## config.mk

```make
export PLATFORM = sky130hd
export DESIGN_NAME = spi_arbiter_flat
export DESIGN_NICKNAME = d
export VERILOG_FILES = /design/src/rtl/spi_arb_pkg.sv /design/src/rtl/spi_arbiter_if.sv /design/src/rtl/spi_arbiter_rr_pick2.sv /design/src/rtl/spi_arbiter.sv /design/src/flat_wrapper.sv
export SDC_FILE = /design/constraint.sdc
export NUM_CORES = 1
export LEC_CHECK = 0
export CORE_MARGIN = 2
export CORE_UTILIZATION = 40
export DETAILED_ROUTE_END_ITERATION = 8
export PLACE_DENSITY = 0.82
export SYNTH_ARGS = -nofsm -noshare
export SYNTH_HDL_FRONTEND = slang
export SYNTH_SLANG_ARGS = --single-unit
export TNS_END_PERCENT = 100
```

## constraint.sdc

```tcl
create_clock -name clk_i -period 3.7 [get_ports clk_i]
set_clock_uncertainty 0.1 [all_clocks]
set_input_delay 0.555 -clock clk_i [delete_from_list [all_inputs] [get_ports clk_i]]
set_output_delay 0.555 -clock clk_i [all_outputs]
set_load 0.02 [all_outputs]
```

## src/rtl/spi_arb_pkg.sv

```systemverilog
// Shared definitions for the two-requester SPI bus arbiter: requester count,
// default parameter values, the controller state encoding and a small helper
// telling whether a state owns the bus.
package spi_arb_pkg;

  localparam int NREQ             = 2;
  localparam int CSW              = 3;    // chip-select index width
  localparam int DW               = 8;    // byte width
  localparam int NCS_DEFAULT      = 4;
  localparam int GAP_DEFAULT      = 2;
  localparam int HOLD_MAX_DEFAULT = 255;

  typedef enum logic [2:0] {
    ST_IDLE = 3'd0,
    ST_SEL  = 3'd1,
    ST_HOLD = 3'd2,
    ST_XFER = 3'd3,
    ST_GAP  = 3'd4
  } arb_state_e;

  // GNT and the selected SS_N are active exactly in these states.
  function automatic logic in_txn(arb_state_e s);
    return (s == ST_SEL) || (s == ST_HOLD) || (s == ST_XFER);
  endfunction

endpackage

```

## src/rtl/spi_arbiter_if.sv

```systemverilog
// Bus bundle between the two requesters, the arbiter and the byte-level SPI
// engine.
//   master : requester/engine side (drives req/cssel/txd/valid/last and the
//            engine status e_busy/e_done/e_rxd)
//   slave  : the arbiter (drives grants, handshakes, receive data, engine
//            start/byte and the chip selects)
interface spi_arbiter_if
  import spi_arb_pkg::*;
#(
  parameter int NCS = NCS_DEFAULT
);
  logic [NREQ-1:0]          req;
  logic [NREQ-1:0][CSW-1:0] cssel;
  logic [NREQ-1:0][DW-1:0]  txd;
  logic [NREQ-1:0]          valid;
  logic [NREQ-1:0]          last;
  logic [NREQ-1:0]          gnt;
  logic [NREQ-1:0]          ready;
  logic [DW-1:0]            rxd;
  logic [NREQ-1:0]          rxv;
  logic [NREQ-1:0]          err;
  logic                     e_start;
  logic [DW-1:0]            e_txd;
  logic                     e_busy;
  logic                     e_done;
  logic [DW-1:0]            e_rxd;
  logic [NCS-1:0]           ss_n;

  modport master (
    output req, cssel, txd, valid, last, e_busy, e_done, e_rxd,
    input  gnt, ready, rxd, rxv, err, e_start, e_txd, ss_n
  );

  modport slave (
    input  req, cssel, txd, valid, last, e_busy, e_done, e_rxd,
    output gnt, ready, rxd, rxv, err, e_start, e_txd, ss_n
  );

endinterface

```

## src/rtl/spi_arbiter_rr_pick2.sv

```systemverilog
// Two-way round-robin pick.
//   req_i  : pending requests
//   last_i : index of the requester granted most recently
//   pick_o : one-hot winner, zero when nothing is requested
module rr_pick2 (
  input  logic [1:0] req_i,
  input  logic       last_i,
  output logic [1:0] pick_o
);

  always_comb begin
    pick_o = 2'b00;
    unique case (req_i)
      2'b01:   pick_o = 2'b01;
      2'b10:   pick_o = 2'b10;
      2'b11:   pick_o = last_i ? 2'b01 : 2'b10;
      default: pick_o = 2'b00;
    endcase
  end

endmodule

```

## src/rtl/spi_arbiter.sv

```systemverilog
// Arbitrates two requesters onto one byte-level SPI engine and drives the
// chip selects.
//   clk_i, rst_i : clock, synchronous active-high reset
//   bus          : requester handshakes, engine start/status, SS_N
//
// state | meaning
// ------+--------------------------------------------------------------
// IDLE  | no owner, SS_N high; arbitrate pending requests
// SEL   | owner granted, chip select asserted, one cycle of CS setup
// HOLD  | waiting for the owner to offer a byte (READY when engine idle)
// XFER  | engine shifting a byte; wait for E_DONE
// GAP   | all SS_N high for GAP cycles, requests not looked at
module spi_arbiter
  import spi_arb_pkg::*;
#(
  parameter int NCS      = NCS_DEFAULT,
  parameter int GAP      = GAP_DEFAULT,
  parameter int HOLD_MAX = HOLD_MAX_DEFAULT
) (
  input logic          clk_i,
  input logic          rst_i,
  spi_arbiter_if.slave bus
);

  localparam int HCW = $clog2(HOLD_MAX + 1);
  localparam int GCW = (GAP > 1) ? $clog2(GAP) : 1;

  arb_state_e          state_q, state_d;
  logic                owner_q, owner_d;
  logic [CSW-1:0]      cs_q, cs_d;
  logic                last_gnt_q, last_gnt_d;
  logic                tlast_q, tlast_d;
  logic [HCW-1:0]      hold_cnt_q, hold_cnt_d;
  logic [GCW-1:0]      gap_cnt_q, gap_cnt_d;
  logic                e_start_q, e_start_d;
  logic [DW-1:0]       e_txd_q, e_txd_d;
  logic [DW-1:0]       rxd_q, rxd_d;
  logic [NREQ-1:0]     rxv_q, rxv_d;
  logic [NREQ-1:0]     err_q, err_d;
  logic [NREQ-1:0]     gnt_q, gnt_d;
  logic [NCS-1:0]      ss_n_q, ss_n_d;
  logic [NREQ-1:0]     pick;
  logic [NREQ-1:0]     ready;
  logic                accept;

  rr_pick2 u_pick (
    .req_i  (bus.req),
    .last_i (last_gnt_q),
    .pick_o (pick)
  );

  assign ready  = (state_q == ST_HOLD && !bus.e_busy) ? gnt_q : '0;
  assign accept = bus.valid[owner_q] & ready[owner_q];

  always_comb begin
    state_d    = state_q;
    owner_d    = owner_q;
    cs_d       = cs_q;
    last_gnt_d = last_gnt_q;
    tlast_d    = tlast_q;
    hold_cnt_d = '0;
    gap_cnt_d  = gap_cnt_q;
    e_start_d  = 1'b0;
    e_txd_d    = e_txd_q;
    rxd_d      = rxd_q;
    rxv_d      = '0;
    err_d      = '0;

    unique case (state_q)
      ST_IDLE: begin
        if (|bus.req) begin
          owner_d    = pick[1];
          last_gnt_d = pick[1];
          cs_d       = bus.cssel[pick[1]];
          state_d    = ST_SEL;
        end
      end
      ST_SEL: state_d = ST_HOLD;
      ST_HOLD: begin
        // An offered byte wins over a simultaneous request drop so a READY
        // that was shown is always honoured; XFER then closes the transaction.
        if (accept) begin
          e_start_d = 1'b1;
          e_txd_d   = bus.txd[owner_q];
          tlast_d   = bus.last[owner_q];
          state_d   = ST_XFER;
        end else if (!bus.req[owner_q]) begin
          gap_cnt_d = GCW'(GAP - 1);
          state_d   = ST_GAP;
        end else if (hold_cnt_q >= HCW'(HOLD_MAX - 1)) begin
          err_d[owner_q] = 1'b1;
          gap_cnt_d      = GCW'(GAP - 1);
          state_d        = ST_GAP;
        end else if (hold_cnt_q != HCW'(HOLD_MAX)) begin
          hold_cnt_d = hold_cnt_q + 1'b1;
        end else begin
          hold_cnt_d = hold_cnt_q;
        end
      end
      ST_XFER: begin
        if (bus.e_done) begin
          rxd_d          = bus.e_rxd;
          rxv_d[owner_q] = 1'b1;
          if (tlast_q || !bus.req[owner_q]) begin
            gap_cnt_d = GCW'(GAP - 1);
            state_d   = ST_GAP;
          end else begin
            state_d = ST_HOLD;
          end
        end
      end
      ST_GAP: begin
        if (gap_cnt_q == '0) state_d = ST_IDLE;
        else                 gap_cnt_d = gap_cnt_q - 1'b1;
      end
      default: state_d = ST_IDLE;
    endcase
  end

  // Grant and chip selects are registered from the next state so they switch
  // glitch-free and on the same edge as the state itself.
  always_comb begin
    gnt_d  = '0;
    ss_n_d = '1;
    if (in_txn(state_d)) gnt_d = owner_d ? 2'b10 : 2'b01;
    // An out-of-range index matches no bit: granted, but no device selected.
    for (int i = 0; i < NCS; i++) begin
      if (in_txn(state_d) && cs_d == CSW'(i)) ss_n_d[i] = 1'b0;
    end
  end

  always_ff @(posedge clk_i) begin
    if (rst_i) begin
      state_q    <= ST_IDLE;
      owner_q    <= 1'b0;
      cs_q       <= '0;
      last_gnt_q <= 1'b1;   // so requester 0 wins the first tie
      tlast_q    <= 1'b0;
      hold_cnt_q <= '0;
      gap_cnt_q  <= '0;
      e_start_q  <= 1'b0;
      e_txd_q    <= '0;
      rxd_q      <= '0;
      rxv_q      <= '0;
      err_q      <= '0;
      gnt_q      <= '0;
      ss_n_q     <= '1;
    end else begin
      state_q    <= state_d;
      owner_q    <= owner_d;
      cs_q       <= cs_d;
      last_gnt_q <= last_gnt_d;
      tlast_q    <= tlast_d;
      hold_cnt_q <= hold_cnt_d;
      gap_cnt_q  <= gap_cnt_d;
      e_start_q  <= e_start_d;
      e_txd_q    <= e_txd_d;
      rxd_q      <= rxd_d;
      rxv_q      <= rxv_d;
      err_q      <= err_d;
      gnt_q      <= gnt_d;
      ss_n_q     <= ss_n_d;
    end
  end

  assign bus.gnt     = gnt_q;
  assign bus.ready   = ready;
  assign bus.rxd     = rxd_q;
  assign bus.rxv     = rxv_q;
  assign bus.err     = err_q;
  assign bus.e_start = e_start_q;
  assign bus.e_txd   = e_txd_q;
  assign bus.ss_n    = ss_n_q;

endmodule

```

## src/flat_wrapper.sv

```systemverilog
// flat-port wrapper written by rule: the top's interface ports become plain ports
module spi_arbiter_flat import spi_arb_pkg::*;
#(
  parameter int NCS      = NCS_DEFAULT,
  parameter int GAP      = GAP_DEFAULT,
  parameter int HOLD_MAX = HOLD_MAX_DEFAULT
)
  (clk_i, rst_i, bus_req, bus_cssel, bus_txd, bus_valid, bus_last, bus_e_busy, bus_e_done, bus_e_rxd, bus_gnt, bus_ready, bus_rxd, bus_rxv, bus_err, bus_e_start, bus_e_txd, bus_ss_n);
  spi_arbiter_if #(.NCS(NCS)) bus_i ();
  input logic clk_i;
  input logic rst_i;
  input wire logic [$bits(bus_i.req)-1:0] bus_req;
  input wire logic [$bits(bus_i.cssel)-1:0] bus_cssel;
  input wire logic [$bits(bus_i.txd)-1:0] bus_txd;
  input wire logic [$bits(bus_i.valid)-1:0] bus_valid;
  input wire logic [$bits(bus_i.last)-1:0] bus_last;
  input wire logic [$bits(bus_i.e_busy)-1:0] bus_e_busy;
  input wire logic [$bits(bus_i.e_done)-1:0] bus_e_done;
  input wire logic [$bits(bus_i.e_rxd)-1:0] bus_e_rxd;
  output wire logic [$bits(bus_i.gnt)-1:0] bus_gnt;
  output wire logic [$bits(bus_i.ready)-1:0] bus_ready;
  output wire logic [$bits(bus_i.rxd)-1:0] bus_rxd;
  output wire logic [$bits(bus_i.rxv)-1:0] bus_rxv;
  output wire logic [$bits(bus_i.err)-1:0] bus_err;
  output wire logic [$bits(bus_i.e_start)-1:0] bus_e_start;
  output wire logic [$bits(bus_i.e_txd)-1:0] bus_e_txd;
  output wire logic [$bits(bus_i.ss_n)-1:0] bus_ss_n;
  assign bus_i.req = bus_req;
  assign bus_i.cssel = bus_cssel;
  assign bus_i.txd = bus_txd;
  assign bus_i.valid = bus_valid;
  assign bus_i.last = bus_last;
  assign bus_i.e_busy = bus_e_busy;
  assign bus_i.e_done = bus_e_done;
  assign bus_i.e_rxd = bus_e_rxd;
  assign bus_gnt = bus_i.gnt;
  assign bus_ready = bus_i.ready;
  assign bus_rxd = bus_i.rxd;
  assign bus_rxv = bus_i.rxv;
  assign bus_err = bus_i.err;
  assign bus_e_start = bus_i.e_start;
  assign bus_e_txd = bus_i.e_txd;
  assign bus_ss_n = bus_i.ss_n;
  spi_arbiter #(.NCS(NCS), .GAP(GAP), .HOLD_MAX(HOLD_MAX)) u_core (.clk_i(clk_i), .rst_i(rst_i), .bus(bus_i));
endmodule
```

# Word-level counts from Yosys, hierarchy flattened
# Index checks and enable logic that the tools add are counted.
# Widths: inputs -> output; s select.
[totals]
memories = 0
out_inout_bits = 29
word_cells = 111
rom_bits = 0
ff_bits = 45
latch_bits = 0
ram_bits = 0
[classes]
magnitude_cmp = 4
addsub = 2
reduce_logical = 24
mux = 42
n_eq_ne = 18
shift = 0
n_div = 0
multipliers = 0
n_bitwise = 7
[ops]
columns = ["operator", "n"]
rows = [
  ["$mux 3", 11],
  ["$mux 1", 22],
  ["$eq 3x2->1 const B", 6],
  ["$mux 8", 2],
  ["$pmux 3 s5", 1],
  ["$reduce_or 5->1", 2],
  ["$eq 3x1->1 const B", 3],
  ["$add 8x1->8 const B", 1],
  ["$ge 8x8->1 const B", 1],
  ["$ne 8x8->1 const B", 1],
  ["$logic_and 1x1->1", 6],
  ["$logic_not 3->1", 2],
  ["$mux 2", 3],
  ["$not 1->1", 6],
  ["$pmux 2 s3", 1],
  ["$reduce_and 2->1", 3],
  ["$reduce_or 2->1", 3],
  ["$reduce_and 5->1", 1],
  ["$eq 2x2->1 const B", 2],
  ["$lt 1x2->1 const B", 2],
  ["$ne 2x2->1 const B", 2],
  ["$eq 3x3->1 const B", 1],
  ["$logic_or 1x1->1", 3],
  ["$ne 3x3->1 const B", 1],
  ["10 further kinds", 11],
]

# Depth between registers and ports, before layout
[depth]
word_depth = 13
ltp_mapped = 7
mapped_depth_nobuf = 7

# By module
# A second synthesis with hierarchy kept.
[hier_totals]
cells_unflattened = 224
hier_area_um2 = 2018.2
[modules_own_cells]
columns = ["mod", "area_each_um2", "n_inst", "seq_area_each_um2", "cells_per_inst"]
rows = [
  ["spi_arbiter", 1999.4, 1, 900.9, 221],
  ["rr_pick2", 18.8, 1, 0.0, 3],
]

# Worst setup path before layout
# OpenSTA, ideal clock, no wires.
[synth_timing]
path_kind = "reg-to-reg"
from = "reg u_core.hold_cnt_q[0]"
to = "reg u_core.ss_n_q[1] (netlist: u_core.bus.ss_n[1])"
path_stages_with_launch = 8
arrival_ns = 1.672
slack_ns = 1.799
synth_period_minus_slack_ns = 1.901
n_path_buf = 0
path_cell_list = "dfxtp_1 -> inv_1 -> ha_1 -> o211a_1 -> a21oi_1 -> o211ai_1 -> a221oi_4 -> o21ai_1"
[synth_between]
elab_chain_cells = 10
[synth_lines]
columns = ["element", "line", "rtl"]
rows = [
  ["start: declaration", "spi_arbiter.sv:33", "logic [HCW-1:0] hold_cnt_q, hold_cnt_d;"],
  ["start signal: assignment", "spi_arbiter.sv:154", "hold_cnt_q <= hold_cnt_d;"],
  ["$ge 8x8->1 *", "spi_arbiter.sv:90", "end else if (hold_cnt_q >= HCW'(HOLD_MAX - 1)) begin"],
  ["$mux 3 *", "spi_arbiter.sv:90", ""],
  ["$mux 3 *", "spi_arbiter.sv:87", "end else if (!bus.req[owner_q]) begin"],
  ["$mux 3 *", "spi_arbiter.sv:82", "if (accept) begin"],
  ["$pmux 3 s5 *", "spi_arbiter.sv:69", "unique case (state_q)"],
  ["$eq 3x1->1 or $eq 3x2->1 (tied branches)", "spi_arb_pkg.sv:23", "return (s == ST_SEL) || (s == ST_HOLD) || (s == ST_XFER);"],
  ["$logic_or 1x1->1", "spi_arb_pkg.sv:23", ""],
  ["$logic_or 1x1->1 *", "spi_arb_pkg.sv:23", ""],
  ["$logic_and 1x1->1 *", "spi_arbiter.sv:128", "if (in_txn(state_d) && cs_d == CSW'(i)) ss_n_d[i] = 1'b0;"],
  ["$mux 1 *", "spi_arbiter.sv:128", ""],
  ["end signal: assignment", "spi_arbiter.sv:162", "ss_n_q <= ss_n_d;"],
  ["end: declaration", "spi_arbiter.sv:41", "logic [NCS-1:0] ss_n_q, ss_n_d;"],
]
# Mark *: on every way between the ends. The rest lies on a longest branch, timed or not.
# A chain may end at the register's enable or synchronous reset.

# Worst setup path after layout
[layout_timing]
from = "in bus_e_busy"
to = "out bus_ready[1]"
[layout_between]
elab_chain_cells = 3
[layout_lines]
columns = ["element", "line", "rtl"]
rows = [
  ["start: declaration", "flat_wrapper.sv:17", "input wire logic [$bits(bus_i.e_busy)-1:0] bus_e_busy;"],
  ["$logic_not 1->1", "spi_arbiter.sv:52", "assign ready = (state_q == ST_HOLD && !bus.e_busy) ? gnt_q : '0;"],
  ["$logic_and 1x1->1", "spi_arbiter.sv:52", ""],
  ["$mux 2", "spi_arbiter.sv:52", ""],
  ["end: declaration", "flat_wrapper.sv:21", "output wire logic [$bits(bus_i.ready)-1:0] bus_ready;"],
]
# Every way passes these cells.

==> impl_metrics.xml <==
<?xml version="1.0" encoding="UTF-8"?>
<metrics>
  <group name="timing">
    <metric name="fin_crit" unit="ns">2.77</metric>
    <metric name="fmax" unit="MHz">361</metric>
    <metric name="timing.setup.tns" unit="ns">0</metric>
    <metric name="post-route-period-util" unit="%">74.8</metric>
    <metric name="max_slew_margin" unit="%">60.2</metric>
    <metric name="grt_setup_unrepaired" unit="">false</metric>
    <metric name="timing.final.setup_violations" unit="">0</metric>
    <metric name="postLayoutSetupSlackWorst" unit="ns">0.931</metric>
    <metric name="worst_pin_slew" unit="ns">0.597</metric>
    <metric name="report.final.hold_viol_count" unit="">0</metric>
    <metric name="maxSlewViolCount" unit="">0</metric>
  </group>
  <group name="critical_path">
    <metric name="worstPathArrival" unit="ns">2.11</metric>
    <metric name="crit_path_start_kind" unit="">input pin</metric>
    <metric name="class_of_the_most_critical_setup_path" unit="">in2out</metric>
    <metric name="crit_fanout" unit="">3</metric>
    <metric name="required_worst_endpoint" unit="ns">3.04</metric>
    <metric name="cp_endpoint_kind" unit="">output pin</metric>
  </group>
  <group name="global_routing">
    <metric name="grt_antenna_before_repair" unit="">0</metric>
    <metric name="grt_start_max_net_pins" unit="">20</metric>
    <metric name="gr-total-overflow" unit="">0</metric>
    <metric name="via_count_of_the_first_global_routing_pass" unit="">1663</metric>
    <metric name="wire_length_of_the_first_global_routing_pass" unit="um">7270</metric>
    <metric name="global_route_usage_sum" unit="%">16.6</metric>
  </group>
  <group name="flow_run">
    <metric name="max_capacitance_violation_count" unit="">0</metric>
  </group>
  <group name="die">
    <metric name="die_extent_in_y" unit="um">75.9</metric>
    <metric name="rows" unit="">26</metric>
    <metric name="die_x" unit="um">75.9</metric>
    <metric name="floorplan.initialDensity" unit="%">41.0</metric>
    <metric name="ios" unit="">69</metric>
    <metric name="coreArea" unit="um^2">5040</metric>
    <metric name="die_area" unit="um^2">5760</metric>
  </group>
  <group name="yosys">
    <metric name="synth_top_flop_cell" unit="">dfxtp_1</metric>
    <metric name="gate_count_after_technology_mapping" unit="">228</metric>
    <metric name="seq_area_frac_synth" unit="%">43.6</metric>
    <metric name="synth-simple-area-share" unit="%">24.0</metric>
    <metric name="synth.yosys.warnings" unit="">0</metric>
    <metric name="synth_cell_types" unit="">45</metric>
    <metric name="synth_largest_area_cell" unit="">dfxtp_1</metric>
    <metric name="post_synth_fa_ha_maj_area_fraction" unit="%">1.21</metric>
    <metric name="ys_async_sr_fraction" unit="%">0</metric>
    <metric name="synthTopCellsByArea" unit="">dfxtp_1, mux2i_1, a211oi_2, nand2_1, nor2_1</metric>
    <metric name="syn-num-nets" unit="">270</metric>
    <metric name="synth.top_cell.area_share" unit="%">43.6</metric>
    <metric name="synth-xor-area-share" unit="%">0.848</metric>
    <metric name="ys_ff_latch" unit="">45</metric>
    <metric name="combinational_family_with_the_most_area_after_synthesis" unit="">simple AND/OR/NAND/NOR gates</metric>
    <metric name="synth.cell_area" unit="um^2">2070</metric>
    <metric name="synth.mux.area_fraction" unit="%">7.27</metric>
    <metric name="syn_area_per_cell" unit="um^2">9.06</metric>
    <metric name="synth_compound_area_share" unit="%">20.0</metric>
    <metric name="synth-edff-count" unit="">0</metric>
  </group>
  <group name="placement">
    <metric name="hpwlAfterDp" unit="um">3430</metric>
    <metric name="last_weighted_congestion_value_of_the_routability_driven_placer" unit="">0.889</metric>
    <metric name="place_worst_setup_slack" unit="ns">0.904</metric>
    <metric name="place.port_buffers" unit="">68</metric>
    <metric name="number_of_placed_instances_with_taps_included" unit="">360</metric>
  </group>
  <group name="drt">
    <metric name="first_pass_iters" unit="">4</metric>
    <metric name="postRouteAntennaNets" unit="">0</metric>
    <metric name="detail_route.vias_per_cell" unit="">4.96</metric>
    <metric name="number_of_remaining_drc_errors" unit="">0</metric>
    <metric name="num_vias" unit="">1824</metric>
    <metric name="initialDrtViolationCount" unit="">99</metric>
    <metric name="totalWireLength" unit="um">4540</metric>
    <metric name="wire_per_inst" unit="um">12.3</metric>
  </group>
  <group name="layout">
    <metric name="drive_above_1_share" unit="%">10.1</metric>
    <metric name="fin_util" unit="%">58.0</metric>
    <metric name="nFillCells" unit="">442</metric>
    <metric name="final-seq-area" unit="um^2">901</metric>
    <metric name="layout.cells.non_filler" unit="">368</metric>
    <metric name="nets" unit="">339</metric>
    <metric name="area_growth_syn_to_layout" unit="%">41.7</metric>
    <metric name="layout_common_cells" unit="">clkdlybuf4s50_1, dfxtp_1, nand2_1, nor2_1, a21oi_1</metric>
    <metric name="diodes" unit="">0</metric>
    <metric name="multi_input_comb_area" unit="um^2">1100</metric>
    <metric name="layout_commonest_cell" unit="">clkdlybuf4s50_1</metric>
  </group>
  <group name="min_path">
    <metric name="hold_class" unit="">reg2reg</metric>
  </group>
  <group name="clock_tree">
    <metric name="cts_root_buf" unit="">clkbuf_8</metric>
    <metric name="numClockSinks" unit="">45</metric>
    <metric name="cts_tree" unit="">done</metric>
    <metric name="deepest_clock_path_buffer_count" unit="">2</metric>
    <metric name="cts_post_setup_buffers_inserted" unit="">0</metric>
    <metric name="post_cts_sizing" unit="">0</metric>
    <metric name="ctsHtreeMaxLevel" unit="">2</metric>
    <metric name="tritoncts.num_buffers" unit="">5</metric>
    <metric name="clock_pin_slew_on_the_worst_setup_and_hold_paths" unit="ns">0.08</metric>
    <metric name="worst_skew_pair.late_latency" unit="ns">0.29</metric>
    <metric name="postCtsHoldBufs" unit="">0</metric>
  </group>
  <group name="pwr">
    <metric name="p_per_cell_area" unit="nW/um^2">376</metric>
    <metric name="finalPower" unit="mW">1.10</metric>
    <metric name="power.ir.vdd_worst" unit="uV">270</metric>
    <metric name="leakagePower" unit="nW">1.01</metric>
  </group>
  <group name="run_status">
    <metric name="run_status" unit="">complete, no violations</metric>
  </group>
</metrics>
==> power by group <==
part	leakage, nW	total (mW)	switching, mW	internal (mW)
clock	0.0585	0.382	0.162	0.220
combinational	0.586	0.196	0.0968	0.0997
sequential	0.365	0.523	0.0177	0.505
==> flip-flops by register name, summed over array words and instances (netlist names), 2 cells and up <==
name,count
u_core.bus.e_txd,8
u_core.bus.err,2
u_core.bus.ss_n,4
u_core.bus.gnt,2
u_core.state_q,3
u_core.bus.rxv,2
u_core.hold_cnt_q,8
u_core.cs_q,3
u_core.bus.rxd,8
==> synth_stat cells (all sizes together), types with 5 or more instances <==
cell	n
a211oi	12
a21oi	18
clkbuf	6
dfxtp	45
mux2i	15
nand2	31
nand3	11
nor2	27
nor3	8
nor3b	5
o21ai	7
==> metal layers <==
layer	vias up	part of all wire (%)	track usage, %	routed length, um
met4	0	1.2	5.26	55
met2	45	50	28.9	2280
li1	948	-	-	-
met5	-	0	0	0
met3	5	5.3	4.63	242
met1	826	43	19.7	1960
==> per-stage QoR <==
step / hold slack, ns / cell area (um^2)
after floorplan: 0.366 / 2070
after global placement: 0.342 / 2810
after detailed placement: 0.350 / 2810
after CTS: 0.362 / 2930
after global routing: 0.392 / 2930
final: 0.358 / 2930
==> cell type report <==
class	count	area share [%]
repair buffers	71	24.0
well taps	70	2.99
multi-input cells	170	37.7
clock inverters	1	1.03
inverters	4	0.513
flip-flops and latches	45	30.8
clock buffers	7	2.95
==> kinds of logic after synthesis <==
kind of cell             count (synthesis)
adder cells (fa/ha/maj)                  2
flip-flops                              45
XOR/XNOR                                 2
AND/OR/NAND/NOR                         98
AO/OA/AOI/OAI                           53
buffers and inverters                   13
multiplexers                            15
==> critical path, cell delays in order <==
cell and delay [ns]:
clkdlybuf4s50_1 0.46, nor4b_4 0.31, nand2_2 0.13, inv_1 0.06, clkdlybuf4s50_1 0.59
==> final timing paths <==
kind                                     start                              to  slack (ns)  depth (start not counted)
min reg2reg     u_core.bus.rxd[6]$_SDFFE_PP0P_  u_core.bus.rxd[6]$_SDFFE_PP0P_        0.36                          2
max                                 bus_e_busy                    bus_ready[1]        0.93                          5
min             u_core.bus.rxd[6]$_SDFFE_PP0P_  u_core.bus.rxd[6]$_SDFFE_PP0P_        0.36                          2
max reg2reg  u_core.hold_cnt_q[0]$_SDFFE_PP0P_   u_core.bus.ss_n[2]$_SDFF_PP1_        1.58                          7
Note: power is estimated with default switching activity, not from simulation.
